==> src/rtl/serial_word_assembler.sv <==
// Serial-to-parallel word assembler feeding an enabled register stage (d_i/en_i).
// Define SERIAL_PARITY_CHECK_EN to require a trailing even-parity bit per word.
module serial_word_assembler #(
  parameter int SIZE      = 8,
  parameter bit MSB_FIRST = 1'b1
) (
  input  logic            clk_i,
  input  logic            rst_i,
  input  logic            start_i,
  input  logic            bit_valid_i,
  input  logic            bit_i,
  output logic [SIZE-1:0] data_o,
  output logic            load_o,
  output logic            busy_o,
  output logic            err_o
);

  localparam int CW = $clog2(SIZE + 1);

  localparam logic [1:0] IDLE   = 2'd0;
  localparam logic [1:0] SHIFT  = 2'd1;
`ifdef SERIAL_PARITY_CHECK_EN
  localparam logic [1:0] PARITY = 2'd2;
`endif

  logic [1:0]      state;
  logic [CW-1:0]   count;
  logic [SIZE-1:0] shreg;
  logic [SIZE-1:0] next_word;
  logic            last_bit;

  always_comb begin
    if (MSB_FIRST) next_word = {shreg[SIZE-2:0], bit_i};
    else           next_word = {bit_i, shreg[SIZE-1:1]};
  end

  assign last_bit = (count == CW'(SIZE - 1));
  assign busy_o   = (state != IDLE);

`ifndef SERIAL_PARITY_CHECK_EN
  assign err_o = 1'b0;
`endif

  always_ff @(posedge clk_i or posedge rst_i) begin
    if (rst_i) begin
      state  <= IDLE;
      count  <= '0;
      shreg  <= '0;
      data_o <= '0;
      load_o <= 1'b0;
`ifdef SERIAL_PARITY_CHECK_EN
      err_o  <= 1'b0;
`endif
    end else begin
      load_o <= 1'b0;
`ifdef SERIAL_PARITY_CHECK_EN
      err_o  <= 1'b0;
`endif
      case (state)
        IDLE: begin
          if (start_i) begin
            state <= SHIFT;
            count <= '0;
            shreg <= '0;
          end
        end
        SHIFT: begin
          // start_i takes priority over a coincident valid bit
          if (start_i) begin
            count <= '0;
            shreg <= '0;
          end else if (bit_valid_i) begin
            shreg <= next_word;
            if (last_bit) begin
              count <= '0;
`ifdef SERIAL_PARITY_CHECK_EN
              state <= PARITY;
`else
              data_o <= next_word;
              load_o <= 1'b1;
              state  <= IDLE;
`endif
            end else begin
              count <= count + 1'b1;
            end
          end
        end
`ifdef SERIAL_PARITY_CHECK_EN
        PARITY: begin
          if (start_i) begin
            state <= SHIFT;
            count <= '0;
            shreg <= '0;
          end else if (bit_valid_i) begin
            if ((^shreg ^ bit_i) == 1'b0) begin
              data_o <= shreg;
              load_o <= 1'b1;
            end else begin
              err_o <= 1'b1;
            end
            state <= IDLE;
          end
        end
`endif
        default: state <= IDLE;
      endcase
    end
  end

endmodule

==> config.mk <==
export PLATFORM = sky130hd
export DESIGN_NAME = serial_word_assembler
export DESIGN_NICKNAME = d
export VERILOG_FILES = /design/src/rtl/serial_word_assembler.sv
export SDC_FILE = /design/constraint.sdc
export NUM_CORES = 1
export LEC_CHECK = 0
export ABC_CLOCK_PERIOD_IN_PS = 4400
export BUFFER_PORTS_ARGS = -buffer_cell sky130_fd_sc_hd__buf_2
export CAP_MARGIN = 25
export CORE_MARGIN = 10
export CORE_UTILIZATION = 56
export DETAILED_ROUTE_END_ITERATION = 6
export PLACE_DENSITY = 0.8
export SYNTH_ARGS = -nofsm -noshare
export SYNTH_HDL_FRONTEND = slang
export SYNTH_SLANG_ARGS = --single-unit
==> constraint.sdc <==
create_clock -name clk_i -period 4.4 [get_ports clk_i]
set_clock_uncertainty 0.2 [all_clocks]
set_input_delay 0.22 -clock clk_i [delete_from_list [all_inputs] [get_ports clk_i]]
set_output_delay 0.22 -clock clk_i [all_outputs]
set_load 0.05 [all_outputs]
==> results of run 1 <==
registers in the layout, summed over array words and instances (netlist names):
name    flops
state       1
data_o      8
shreg       7
load_o      1
count       4
what timing repair did:
action                                 in CTS  in global routing
hold buffers                                2                  0
resized for setup                           0                  0
endpoints found under the hold margin      23                  0
power by group through the flow:
stage | Sequential [W] | Combinational, W | Clock [W]
after floorplan | 0.000201 | 0.0000136 | 0
after global placement | 0.000201 | 0.0000177 | 0
after detailed placement | 0.000201 | 0.0000179 | 0
after CTS | 0.000197 | 0.0000193 | 0.0000932
after global routing | 0.000198 | 0.0000212 | 0.000100
final | 0.000197 | 0.0000190 | 0.0000911
layer usage:
layer	track usage, %	wire length [um]	vias to the layer above
li1	-	-	286
met1	10.8	713	262
met2	14.0	742	12
met3	2.36	71	2
met4	4.92	10	0
met5	0	0	-
cells in the final DEF (no fill, tap or decap):
cell	synthesis	final
mux2_2	8	8
or4_1	1	1
nor3_4	1	1
nand3_1	2	2
nor2_1	3	3
and2_1	1	1
ha_1	1	1
clkbuf_4	0	3
conb_1	1	1
nand3b_4	1	1
nand3b_1	1	1
nand2_1	17	17
dfrtp_1	21	21
buf_2	0	14
clkinv_2	0	1
inv_1	1	1
xor2_1	1	1
a21oi_1	10	10
dlygate4sd3_1	0	2
nand2_2	1	1
o21ai_0	1	1
path summary, 6_finish.rpt:
| check | start | end | slack (ns) |
|---|---|---|---|
| worst min register to register | data_o[6] | data_o[6] | 0.31 |
| min in group asynchronous | rst_i | shreg[1] | 0.40 |
| worst min-delay path | start_i | count[2] | 0.06 |
| worst max-delay path | count[0] | data_o[7] | 2.55 |
| worst max register to register | count[0] | data_o[7] | 2.55 |
| max in group asynchronous | rst_i | data_o[5] | 3.13 |
critical path, stage by stage, from the launching register on:
cell and delay (ns):
dfrtp_1 0.41, ha_1 0.25, nand3b_4 0.11, nor3_4 0.38, mux2_2 0.39
stage by stage:
| step | setup slack (ns) | cell area [um^2] | power [W] | hold WS, ns |
|---|---|---|---|---|
| final | 2.55 | 986 | 0.000308 | 0.0584 |
| after global routing | 2.47 | 986 | 0.000320 | 0.0616 |
| after CTS | 2.55 | 986 | 0.000310 | 0.0566 |
| after detailed placement | 2.56 | 938 | 0.000219 | 0.193 |
| after global placement | 2.63 | 938 | 0.000219 | 0.189 |
| after floorplan | 2.54 | 867 | 0.000214 | -0.00347 |
cell type report:
cell class              instances  share of cell area (%)
flip-flops and latches         21                    53.3
clock inverters                 1                   0.508
repair buffers                 16                    9.14
well taps                      16                    2.03
multi-input cells              50                    32.4
clock buffers                   3                    2.28
inverters                       1                   0.381
cell families after synthesis:
| logic type | after synthesis | share of synthesized area [%] |
|---|---|---|
| AO/OA/AOI/OAI | 11 | 6.35 |
| multiplexers | 8 | 10.4 |
| other | 1 | 0.432 |
| adder cells (fa/ha/maj) | 1 | 1.44 |
| flip-flops | 21 | 60.6 |
| XOR/XNOR | 1 | 1.01 |
| buffers and inverters | 5 | 2.60 |
| AND/OR/NAND/NOR | 28 | 17.2 |
==> key figures, run 1 <==
Run status
  • Outcome: complete, no violations

Finish
  • Synthesis-to-layout area growth: 13.7%
  • Fillers: 115
  • Sequential cell area: roughly 530 um^2
  • Fin cells: 108
  • Multi-input logic area: approximately 320 um^2
  • Antenna cells: 0
  • Share of layout cells above drive strength 1: between 30% and 40%
  • Final core area utilization: between 60 and 70%
  • Layout Nets: between 90 and 100

Hold path
  • Hold path depth: 2
  • Worst Hold Class: input port to flop

Synth
  • Mean Syn Cell Area: 11.4 um^2
  • Total nets after synthesis: 82
  • Flip-flop and latch count after synthesis: 21
  • Most common cell in the netlist: dfrtp_1
  • Most common library cells after synthesis: dfrtp_1 (21), nand2_1 (17), a21oi_1 (10)
  • Synth cell types: 19
  • YS warnings: 0
  • Post-Syn Area: roughly 870 um^2
  • Post-synth EDFFs: 0
  • Top_reg_cell synth: dfrtp_1
  • Asr flop ratio synth: 100%
  • Ranking of synthesized cells by area: dfrtp_1 (61%), mux2_2 (10%), nand2_1 (7.4%), a21oi_1 (5.8%), nand3b_4 (2.3%)
  • Share of the yosys chip area belonging to registers: 60.6%
  • Syn Inst Count: 76
  • Area share of the largest cell type after synthesis: 60.6%
  • Synth area leader: dfrtp_1

Floorplan
  • Width of the die: just under 60 um
  • I/O pin count: 16
  • DIE AREA: about 0.0035 mm^2
  • Row cnt: 14
  • Die span in y: roughly 60 um
  • Core area: roughly 0.0015 mm^2
  • Initial Util: between 50 and 60%

STA
  • Fmax: between 0.5 and 0.6 GHz
  • Worst-margin pin slew: between 0.7 and 0.8 ns
  • Slew HR: between 40 and 50%
  • Min Tclk post-route: 1.85 ns
  • RSZ-0062 raised after global routing: no
  • Fin. Hold Viols: 0
  • Setup-failing EPs final: 0
  • Fin crit share: between 40% and 50%
  • Setup_tns: 0 ns
  • Max-slew violations: 0

Detailed routing
  • DR pass1 iterations: 4
  • DR iter-0 viols: 10
  • Drt wl/cell: ~14 um
  • Vias per Instance: roughly 5.2
  • DR vias: about 560
  • DRT antenna net count: 0
  • Residual DRC count: 0
  • Total routed wirelength: 1.54 mm

Global routing
  • First-pass GRT wire length: ~2.4 mm
  • Tot GR Track Use: under 10%
  • Initial antenna violation count: 0
  • Total global routing overflow: 0
  • Largest net degree at the start of global routing: 22
  • Via count of the first global-routing pass: 524

Critical path
  • WP data required: about 4.4 ns
  • R2R cell count: 4
  • Critical path type: flop to flop
  • Critical path data arrival time: ~1.8 ns
  • Crit end category: flop
  • Worst setup SP type: flop
  • Crit path max fanout: 10

Place
  • DP Cell Count: between 100 and 150
  • Placer Congestion: 0.661
  • Port buffer count: 14
  • DP HPWL: 1.09 mm

Clock tree
  • # H-tree levels: 1
  • CTS tree: done
  • Later-pin clock latency in the skew report: about 0.3 ns
  • CTS Buffer Depth: 2
  • Root Buffer: clkbuf_4
  • Buffer count from post-CTS setup fixing: 0
  • Number of clock sinks: 21
  • Worst-path clk slew: around 0.12 ns
  • Total CTS buffers: 3

Pwr
  • Psw: between 0.00007 and 0.00008 W
  • Comb power frac: under 10%
  • Switching part of the total: between 20% and 30%
  • Leak: 0.528 nW
  • Clock network fraction of total power: between 20% and 30%
  • Pwr dens: around 310 mW/mm^2
  • Pint: between 0.0002 and 0.00025 W
  • Worst VDD drop: ~230 uV
  • Reg power frac: ~64%

Flow run
  • Maxcap violations: 0
Note: power is estimated with default switching activity, not from simulation.
==> run 2: changes to the inputs <==
--- a/config.mk
+++ b/config.mk
@@ -5,13 +5,14 @@
 export SDC_FILE = /design/constraint.sdc
 export NUM_CORES = 1
 export LEC_CHECK = 0
-export ABC_CLOCK_PERIOD_IN_PS = 4400
+export ABC_AREA = 1
+export ABC_CLOCK_PERIOD_IN_PS = 1900
 export BUFFER_PORTS_ARGS = -buffer_cell sky130_fd_sc_hd__buf_2
 export CAP_MARGIN = 25
 export CORE_MARGIN = 10
-export CORE_UTILIZATION = 56
+export CORE_UTILIZATION = 53
 export DETAILED_ROUTE_END_ITERATION = 6
-export PLACE_DENSITY = 0.8
+export PLACE_DENSITY = 0.76
 export SYNTH_ARGS = -nofsm -noshare
 export SYNTH_HDL_FRONTEND = slang
 export SYNTH_SLANG_ARGS = --single-unit
==> constraint.sdc (replaced) <==
create_clock -name clk_i -period 1.9 [get_ports clk_i]
set_clock_uncertainty 0.2 [all_clocks]
set_input_delay 0.095 -clock clk_i [delete_from_list [all_inputs] [get_ports clk_i]]
set_output_delay 0.095 -clock clk_i [all_outputs]
set_load 0.05 [all_outputs]
==> run 2 against run 1 <==
Compared with the run above:
- global-route usage increased by 0.82 points
- combinational power increased to 3.9 times the previous value
- setup slack got worse by 2.3 ns
- register-to-register slack got worse by 2.3 ns
- final area increased by 11%
- critical path depth increased by 2
- first-iteration DRC count increased by 30%
- count of clock-buffer cells in the layout unchanged
- critical endpoint is now shreg[0]
- largest cell class unchanged
- largest power group unchanged
==> key figures, run 2 <==
STA
  • Max-slew violations: 0
  • Setup-failing EPs final: 0
  • Fmax: around 0.6 GHz
  • Setup_tns: 0 ns
  • Fin crit share: between 80% and 90%
  • Fin. Hold Viols: 0
  • Min Tclk post-route: around 1.7 ns
  • Final WS setup: around 0.23 ns
  • RSZ-0062 raised after global routing: no

Global routing
  • First-pass GRT wire length: about 3.2 mm
  • Initial antenna violation count: 0
  • Total global routing overflow: 0
  • Largest net degree at the start of global routing: 22
  • Tot GR Track Use: roughly 9.8%
  • Via count of the first global-routing pass: approximately 720

Critical path
  • Most common cell on crit path: dlygate4sd3_1
  • Max incr delay on CP: 0.57 ns
  • Worst setup SP type: input port
  • Crit path max fanout: 4
  • Delay-heaviest family, CP: buffers and inverters
  • Crit end category: flop
  • Crit-path cells: dlygate4sd3_1 > buf_2 > nor2_4 > nand3_1 > dlygate4sd3_1 > o21ai_0
  • Worst path slowest cell: dlygate4sd3_1
  • WP buf/inv: 3
  • Critical path data arrival time: approximately 1.7 ns
  • WP data required: 1.91 ns
  • Critical path type: input port to flop

Finish
  • Fillers: 142
  • Design area: approximately 0.0011 mm^2
  • Commonest non-fill, non-tap cells in the layout: nand2_1 (21), dfrtp_1 (21), buf_2 (14), inv_1 (11), o21ai_0 (6)
  • Max reg flops: 8
  • Antenna cells: 0
  • Biggest registers after layout: data_o: 8 flops, shreg: 7 flops, count: 4 flops
  • Layout Nets: ~120
  • Most flops, register: data_o
  • Synthesis-to-layout area growth: 15.3%
  • Share of layout cells above drive strength 1: a little over a quarter

Detailed routing
  • DR iter-0 viols: 13
  • DRT antenna net count: 0
  • Total routed wirelength: 1.76 mm
  • Vias per Instance: approximately 4.8
  • Drt wl/cell: roughly 13 um
  • DR vias: about 670
  • Residual DRC count: 0
  • DR pass1 iterations: 4

Synth
  • Synth cell types: 23
  • Synth area leader: dfrtp_1
  • Syn Inst Count: 94
  • Post-synth EDFFs: 0
  • Top_reg_cell synth: dfrtp_1
  • Most common library cells after synthesis: dfrtp_1 (21), nand2_1 (21), inv_1 (11)
  • YS warnings: 0
  • Share of the yosys chip area belonging to registers: between 50% and 60%
  • Total nets after synthesis: 100
  • Mean Syn Cell Area: between 10 and 15 um^2
  • Ranking of synthesized cells by area: dfrtp_1 (55%), nand2_1 (8.3%), inv_1 (4.4%), buf_6 (3.6%), o22ai_1 (3.3%)
  • Area share of the largest cell type after synthesis: 55.4%
  • Post-Syn Area: 948 um^2
  • Asr flop ratio synth: 100%
  • Flip-flop and latch count after synthesis: 21

Pwr
  • Psw: approximately 0.00019 W
  • Leak: between 0.5 and 0.6 nW
  • Clock network fraction of total power: ~28%
  • Pint: between 0.0005 and 0.0006 W
  • Pwr dens: between 600 and 700 mW/mm^2
  • Worst VDD drop: 536 uV
  • Reg power frac: about three fifths
  • Comb power frac: approximately a tenth
  • Switching part of the total: ~25%

Clock tree
  • CTS Buffer Depth: 2
  • CTS tree: done
  • CTS Hold Buffers Added: 5
  • Later-pin clock latency in the skew report: 0.30 ns
  • Total CTS buffers: 3
  • Post-cts resize count: 0
  • Worst-path clk slew: roughly 0.12 ns
  • Buffer count from post-CTS setup fixing: 0
  • Number of clock sinks: 21
  • # H-tree levels: 1
  • Root Buffer: clkbuf_4

Hold path
  • Worst Hold Class: input port to async pin

Floorplan
  • Initial Util: 55.5%
  • Die span in y: between 60 and 70 um
  • DIE AREA: ~0.0039 mm^2
  • I/O pin count: 16
  • Core area: between 0.0015 and 0.002 mm^2
  • Width of the die: slightly above 60 um
  • Row cnt: 15

Place
  • Dpl ws: just under 0.5 ns
  • Placed Area: about 0.0010 mm^2
  • Placer Congestion: between 0.7 and 0.8
  • Port buffer count: 14
  • DP HPWL: 1.26 mm

Run status
  • Outcome: complete, no violations

Flow run
  • Maxcap violations: 0
==> run 2: tightest hold or removal path, stage by stage <==
cell and delay, ns:
dlygate4sd3_1 0.53, buf_2 0.12, inv_1 0.04, buf_4 0.26
==> run 2: area by class of cell <==
cell class / count / area (um^2) / area share [%]
multi-input cells: 57 / 337 / 30.8
clock buffers: 3 / 22.5 / 2.06
flip-flops and latches: 21 / 526 / 48.1
clock inverters: 1 / 5.00 / 0.458
inverters: 12 / 45.0 / 4.12
repair buffers: 20 / 128 / 11.7
well taps: 25 / 31.3 / 2.86
==> run 2: kinds of logic after synthesis <==
logic type                 after synthesis  share of synthesized area (%)
adders and majority gates                1                           1.32
buffers and inverters                   16                           9.10
AOI/OAI and AO/OA                       20                           13.5
DFF                                     21                           55.4
other                                    1                          0.395
xor gates and xnor gates                 1                          0.924
and+or+nand+nor                         34                           19.4
==> run 2: metal layers <==
| layer | part of all wire, % | track usage [%] |
|---|---|---|
| met5 | 0 | 0 |
| met4 | 2.5 | 5.03 |
| met3 | 4.1 | 3.23 |
| met2 | 46 | 15.6 |
| met1 | 48 | 11.3 |
==> run 2: through the flow <==
step	utilization [%]	hold WS (ns)	power, W	cells
global placement	59.5	-0.0664	0.000533	130
floorplan	-	-0.128	0.000521	94
CTS	64.0	0.159	0.000751	139
detailed placement	59.5	-0.0597	0.000535	130
global route	64.0	0.194	0.000783	139
finish	64.0	0.150	0.000745	139
==> run 2: final timing paths <==
kind	start	to	slack (ns)	depth (start not counted)
min in group clk_i	data_o[6]	data_o[6]	0.29	2
hold reg to reg	data_o[6]	data_o[6]	0.29	2
hold / removal	rst_i	data_o[0]	0.15	4
setup / recovery	start_i	shreg[0]	0.23	6
max in group asynchronous	rst_i	data_o[2]	1.14	4
setup reg to reg	state[0]	shreg[0]	0.23	5
==> run 2: power groups by stage <==
stage          combinational, W  sequential (W)  clock, W
6_report              0.0000736        0.000460  0.000211
2_1_floorplan         0.0000477        0.000473         0
5_1_grt               0.0000816        0.000461  0.000241
4_1_cts               0.0000737        0.000460  0.000217
3_5_place_dp          0.0000661        0.000469         0
3_3_place_gp          0.0000647        0.000468         0
